## src/rtl/arm_shift_pkg.sv

```systemverilog
// rtl/arm_shift_pkg.sv - shared encodings and request decode for the operand-2 shifter
package arm_shift_pkg;

    localparam logic [1:0] SH_LSL = 2'b00;
    localparam logic [1:0] SH_LSR = 2'b01;
    localparam logic [1:0] SH_ASR = 2'b10;
    localparam logic [1:0] SH_ROR = 2'b11;

    localparam logic [5:0] MAX_STEPS = 6'd33;

    typedef enum logic [1:0] {S_IDLE, S_SHIFT, S_DONE} state_t;

    // RRX is kept distinct from ROR because its fill bit is the latched carry.
    typedef enum logic [2:0] {OP_LSL, OP_LSR, OP_ASR, OP_ROR, OP_RRX} op_t;

    typedef struct packed {
        op_t        op;
        logic [5:0] steps;
    } decode_t;

    function automatic decode_t decode_shift(input logic imm, input logic reg_shift,
                                             input logic [11:0] so, input logic [7:0] rs);
        decode_t    d;
        logic [4:0] n;
        logic [4:0] a_m1;
        n       = so[11:7];
        a_m1    = rs[4:0] - 5'd1;
        d.op    = op_t'({1'b0, so[6:5]});
        d.steps = 6'd0;
        if (imm) begin
            d.op    = OP_ROR;
            d.steps = {1'b0, so[11:8], 1'b0};
        end else if (!reg_shift) begin
            case (so[6:5])
                SH_LSL: d.steps = {1'b0, n};
                SH_ROR: begin
                    if (n == 5'd0) begin
                        d.op    = OP_RRX;
                        d.steps = 6'd1;
                    end else begin
                        d.steps = {1'b0, n};
                    end
                end
                default: d.steps = (n == 5'd0) ? 6'd32 : {1'b0, n};
            endcase
        end else if (rs != 8'd0) begin
            if (so[6:5] == SH_ROR)
                d.steps = {1'b0, a_m1} + 6'd1;
            else
                d.steps = (rs > 8'(MAX_STEPS)) ? MAX_STEPS : rs[5:0];
        end
        return d;
    endfunction

endpackage

```

## src/rtl/shift_step_unit.sv

```systemverilog
// rtl/shift_step_unit.sv - combinational up-to-STEP single-bit shift steps with last bit out
module shift_step_unit
    import arm_shift_pkg::*;
#(
    parameter int STEP = 1
) (
    input  logic [31:0] i_val,
    input  op_t         i_op,
    input  logic [2:0]  i_k,
    input  logic        i_fill,
    input  logic        i_carry,
    output logic [31:0] o_val,
    output logic        o_carry
);

    logic [31:0] w_v;
    logic        w_c;

    always_comb begin
        w_v = i_val;
        w_c = i_carry;
        for (int i = 0; i < STEP; i++) begin
            if (i < int'(i_k)) begin
                case (i_op)
                    OP_LSL: begin w_c = w_v[31]; w_v = {w_v[30:0], 1'b0};    end
                    OP_LSR: begin w_c = w_v[0];  w_v = {1'b0, w_v[31:1]};    end
                    OP_ASR: begin w_c = w_v[0];  w_v = {w_v[31], w_v[31:1]}; end
                    OP_ROR: begin w_c = w_v[0];  w_v = {w_v[0], w_v[31:1]};  end
                    default: begin w_c = w_v[0]; w_v = {i_fill, w_v[31:1]};  end
                endcase
            end
        end
    end

    assign o_val   = w_v;
    assign o_carry = w_c;

endmodule

```

## src/rtl/shift_sequencer.sv

```systemverilog
// rtl/shift_sequencer.sv - iterative ARM operand-2 shifter with valid/ready result handshake
module shift_sequencer
    import arm_shift_pkg::*;
#(
    parameter int STEP = 1
) (
    input  logic        clk,
    input  logic        rst,
    input  logic        flush,
    input  logic        in_valid,
    output logic        in_ready,
    input  logic        imm,
    input  logic        reg_shift,
    input  logic [11:0] shift_operand,
    input  logic [31:0] val_rm,
    input  logic [7:0]  val_rs,
    input  logic        carry_in,
    output logic        out_valid,
    input  logic        out_ready,
    output logic [31:0] val_2,
    output logic        carry_out,
    output logic        busy
);

    state_t      r_state;
    op_t         r_op;
    logic [5:0]  r_rem;
    logic [31:0] r_val;
    logic        r_carry;
    logic        r_fill;
    logic [31:0] r_val_2;
    logic        r_carry_out;

    decode_t     w_dec;
    logic [31:0] w_operand;
    logic [2:0]  w_k;
    logic [31:0] w_next;
    logic        w_cout;

    assign w_dec     = decode_shift(imm, reg_shift, shift_operand, val_rs);
    assign w_operand = imm ? {24'b0, shift_operand[7:0]} : val_rm;
    assign w_k       = (r_rem > 6'(STEP)) ? 3'(STEP) : r_rem[2:0];

    shift_step_unit #(.STEP(STEP)) u_step (
        .i_val   (r_val),
        .i_op    (r_op),
        .i_k     (w_k),
        .i_fill  (r_fill),
        .i_carry (r_carry),
        .o_val   (w_next),
        .o_carry (w_cout)
    );

    always_ff @(posedge clk or posedge rst) begin
        if (rst) begin
            r_state     <= S_IDLE;
            r_op        <= OP_LSL;
            r_rem       <= 6'd0;
            r_val       <= 32'd0;
            r_carry     <= 1'b0;
            r_fill      <= 1'b0;
            r_val_2     <= 32'd0;
            r_carry_out <= 1'b0;
        end else if (flush) begin
            r_state     <= S_IDLE;
            r_op        <= OP_LSL;
            r_rem       <= 6'd0;
            r_val       <= 32'd0;
            r_carry     <= 1'b0;
            r_fill      <= 1'b0;
            r_val_2     <= 32'd0;
            r_carry_out <= 1'b0;
        end else begin
            case (r_state)
                S_IDLE: begin
                    if (in_valid) begin
                        r_op    <= w_dec.op;
                        r_val   <= w_operand;
                        r_carry <= carry_in;
                        r_fill  <= carry_in;
                        // Zero-step requests skip SHIFT and present the operand unchanged.
                        if (w_dec.steps == 6'd0) begin
                            r_val_2     <= w_operand;
                            r_carry_out <= carry_in;
                            r_state     <= S_DONE;
                        end else begin
                            r_rem   <= (w_dec.steps > MAX_STEPS) ? MAX_STEPS : w_dec.steps;
                            r_state <= S_SHIFT;
                        end
                    end
                end
                S_SHIFT: begin
                    r_val   <= w_next;
                    r_carry <= w_cout;
                    r_rem   <= r_rem - {3'b0, w_k};
                    if (r_rem == {3'b0, w_k}) begin
                        r_val_2     <= w_next;
                        r_carry_out <= w_cout;
                        r_state     <= S_DONE;
                    end
                end
                S_DONE: begin
                    if (out_ready)
                        r_state <= S_IDLE;
                end
                default: r_state <= S_IDLE;
            endcase
        end
    end

    assign in_ready  = (r_state == S_IDLE);
    assign out_valid = (r_state == S_DONE);
    assign busy      = (r_state == S_SHIFT) || ((r_state == S_DONE) && !out_ready);
    assign val_2     = r_val_2;
    assign carry_out = r_carry_out;

endmodule
```

## config.mk

```make
export PLATFORM = sky130hd
export DESIGN_NAME = shift_sequencer
export DESIGN_NICKNAME = d
export VERILOG_FILES = /design/src/rtl/arm_shift_pkg.sv /design/src/rtl/shift_step_unit.sv /design/src/rtl/shift_sequencer.sv
export SDC_FILE = /design/constraint.sdc
export NUM_CORES = 1
export LEC_CHECK = 0
export BUFFER_PORTS_ARGS = -buffer_cell sky130_fd_sc_hd__buf_4
export CAP_MARGIN = 20
export CORE_ASPECT_RATIO = 1.5
export CORE_MARGIN = 8
export CORE_UTILIZATION = 55
export CTS_BUF_LIST = sky130_fd_sc_hd__clkbuf_16
export CTS_CLUSTER_SIZE = 40
export DETAILED_ROUTE_END_ITERATION = 8
export GPL_ROUTABILITY_DRIVEN = 0
export GPL_TIMING_DRIVEN = 0
export HOLD_SLACK_MARGIN = 0.02
export MAX_ROUTING_LAYER = met4
export PLACE_DENSITY = 0.8
export SLEW_MARGIN = 20
export SYNTH_ARGS = -nofsm -noshare
export SYNTH_HDL_FRONTEND = slang
export SYNTH_HIERARCHICAL = 1
export SYNTH_SLANG_ARGS = --single-unit
```

## constraint.sdc

```tcl
create_clock -name clk -period 3.05 [get_ports clk]
set_input_delay 0.61 -clock clk [delete_from_list [all_inputs] [get_ports clk]]
set_output_delay 0.61 -clock clk [all_outputs]
set_load 0.02 [all_outputs]
```

==> metrics.md <==
| Metric | Value |
|---|---|
| TritonCTS Buffers | `9` |
| Worst path required time | `3.28 ns` |
| Top Usage Layer GRT | `met2` |
| Skew final | `0.00455 ns` |
| Ports | `96` |
| Vias in the first global route | `4526` |
| Synthesized cell area | `0.00493 sq mm` |
| Synthesis-to-finish area growth | `26.5%` |
| WP data arrival | `3.18 ns` |
| Final wirelength | `13700 um` |
| Total iterations of the first detailed-routing run | `5` |
| Post-DP HPWL | `9730 um` |
| PD cells | `728 mW/mm^2` |
| Leakage power of the design | `3.05 nW` |
| Fillers | `642` |
| Routing usage on met3 | `0.0462` |
| # diodes | `0` |
| Avg WL per Cell | `18.3 um` |
| CTS tree | `done` |
| Congestion Overflow GR | `0` |
| Grt met2 use | `0.386` |
| Initial Util | `0.562` |
| Final min period | `2.96 ns` |
| Root Driver | `clkbuf_16` |
| Syn. warnings | `6` |
| Aggregate global-route resource usage | `0.226` |
| Clock slew seen by the registers of the worst setup and hold paths | `0.06 ns` |
| Worst-Skew Late Latency | `0.34 ns` |
| Die height | `132 um` |
| Crit Path Class | `in2reg` |
| Crit share post-route | `0.969` |
| Initial drt markers | `291` |
| Clock Sinks | `78` |
| Nets | `698` |
| Design area | `0.00624 sq mm` |
| Post-synth EDFFs | `0` |
| Worst Tran Pin Value | `0.859 ns` |
| Vias/cell | `5.94` |
| Layout Utilization | `0.711` |
| FF-to-FF Start | `r_rem[3]` |
| Max-cap viol count | `0` |
| Ys async rst share | `1.00` |
| Setup crit start | `val_rs[0]` |
| Via count | `4431` |
| Register-to-Register Path Depth | `10` |
| Crit start category | `input pin` |
| Endpoint class of the critical path | `register` |
| Flop-to-flop setup slack | `0.14 ns` |
| Yosys cell types | `64` |
| Top FF cell, synth | `dfrtp_1` |
| Final worst setup slack | `0.0943 ns` |
| CTS Buffer Depth | `2` |
| Initial antenna violation count | `0` |
| Crit-path max FO | `6` |
| Status | `complete, no violations` |
| Met1 usage | `0.247` |
| Peak VDD IR | `446 uV` |
| Dpl cell area | `0.00581 sq mm` |
| Antenna Nets Post-Route | `0` |
| Final TNS setup | `0 ns` |
| Hold Crit Class | `in2async` |
| FF+latch count, synth | `78` |
| Share of cells above drive strength 1 | `0.292` |
| DIE WIDTH | `93.3 um` |
| Core area | `0.00878 sq mm` |
| DIE AREA | `0.0123 sq mm` |
| FF-to-FF End | `r_val[4]` |
| Highest clock rate | `338 MHz` |
| Slew HR | `0.423` |
| Worst Setup EP | `val_2[9]` |
| Final setup viols | `0` |
| Cells after Synth | `515` |
| Setup WS pre-CTS | `-0.382 ns` |
| Largest net degree at the start of global routing | `56` |
| Max Slew Vio Count | `0` |
| Register area share after synthesis | `0.396` |
| H-Tree Depth | `3` |
| FP Rows | `42` |
| Final Hold Fails | `0` |
| Residual DRC count | `0` |
| Commonest non-fill, non-tap cell in the layout | `buf_4` |
| Commonest cells after routing, fill and taps aside | `buf_4 (99), dfrtp_1 (78), mux2i_1 (57)` |
| Port Buf Inserts | `94` |
| First-pass GRT wire length | `22100 um` |
| Avg Cell Area, Syn | `9.57 sq um` |
[routing by layer]
metal | vias up | part of all wire
met2 | 169 | 0.54
met5 | - | 0
met4 | 0 | 0.019
met1 | 2152 | 0.39
li1 | 2082 | -
met3 | 28 | 0.051
[critical path, stage by stage]
cell and delay, ns:
buf_4 0.13, clkinvlp_4 0.14, ha_4 0.31, mux2_1 0.34
o221ai_2 0.16, and3_1 0.19, o211ai_2 0.13, o41ai_2 0.30
and3_1 0.22, buf_6 0.18, clkbuf_16 0.17, mux2_4 0.29
[cell families (layout without fill, tap and decap cells)]
logic type	Yosys count	in the layout	share of synthesized area
muxes	92	92	0.205
xor gates and xnor gates	3	3	0.00533
other	1	4	0.000761
DFF	78	78	0.396
buffers and inverters	63	181	0.0655
and+or+nand+nor	143	143	0.136
adders and majority gates	6	6	0.0152
AOI/OAI and AO/OA	129	129	0.177
[worst min path at each step]
stage,start,endpoint,slack [ns],cells past startpoint
floorplan,r_carry,r_carry,0.48,1
global placement,val_2[11],val_2[11],0.48,1
detailed placement,val_2[11],val_2[11],0.50,1
CTS,rst,val_2[21],0.25,2
global route,rst,val_2[24],0.27,2
finish,rst,val_2[21],0.24,2
[layout make-up]
cell class                 count  area (sq um)  share of cell area
buffer                        33           214              0.0343
multi-input combinational    377          2710               0.435
sequential                    78          1950               0.313
timing repair buffer         103           848               0.136
inverter                      30           119              0.0191
clock inverter                 6          31.3             0.00502
clock buffer                   9           225              0.0361
tap                          110           138              0.0221
[through the flow]
step | power, W | std cells | hold slack (ns)
after detailed placement | 0.00345 | 723 | 0.495
final | 0.00454 | 746 | 0.243
after global routing | 0.00478 | 746 | 0.270
after global placement | 0.00339 | 722 | 0.485
after floorplan | 0.00283 | 518 | 0.481
after CTS | 0.00443 | 738 | 0.247
[flip-flops by register name, summed over array words and instances (netlist names)]
signal and count:
carry_out 1, r_carry 1, r_fill 1, r_op 3, r_rem 6, r_state 2
r_val 32, val_2 32
[cell usage after synthesis, drive strengths merged, types with 2 or more instances]
| master | count | share of area |
|---|---|---|
| mux2 | 35 | 0.089 |
| and3 | 2 | 0.0025 |
| a31o | 2 | 0.0036 |
| nand2 | 50 | 0.038 |
| a22o | 7 | 0.012 |
| nand4 | 3 | 0.0051 |
| xor2 | 2 | 0.0036 |
| ha | 6 | 0.015 |
| dfrtp | 78 | 0.40 |
| nor2 | 44 | 0.034 |
| nand3 | 10 | 0.010 |
| o21ai | 38 | 0.045 |
| or3 | 3 | 0.0038 |
| a221oi | 2 | 0.0036 |
| a211oi | 8 | 0.012 |
| clkbuf | 18 | 0.014 |
| mux2i | 57 | 0.12 |
| nor4 | 2 | 0.0038 |
| nor3 | 15 | 0.019 |
| a22oi | 18 | 0.027 |
| a21boi | 2 | 0.0038 |
| o21bai | 2 | 0.0030 |
| a21oi | 30 | 0.030 |
| o211ai | 3 | 0.0066 |
| buf | 15 | 0.029 |
| o221ai | 2 | 0.0036 |
| nor2b | 3 | 0.0038 |
| inv | 30 | 0.023 |
| a31oi | 5 | 0.0063 |
| o2bb2ai | 2 | 0.0036 |
| nand2b | 5 | 0.0063 |
[power by group]
part / leakage, nW / internal [W] / switching [W] / total [W]
clock network: 0.134 / 0.000537 / 0.000418 / 0.000955
registers: 1.03 / 0.00130 / 0.000232 / 0.00153
logic: 1.89 / 0.000967 / 0.00108 / 0.00205
[timing repair]
| item | in CTS | in global routing |
|---|---|---|
| endpoints found under the hold margin | 0 | 0 |
| buffers inserted | 0 | 7 |
| hold buffers | 0 | 0 |
| setup endpoints to repair | 12 | 32 |
| resized for setup | 1 | 8 |
| cloned | 0 | 1 |
| pin swaps | 0 | 7 |
Note: power is estimated with default switching activity, not from simulation.
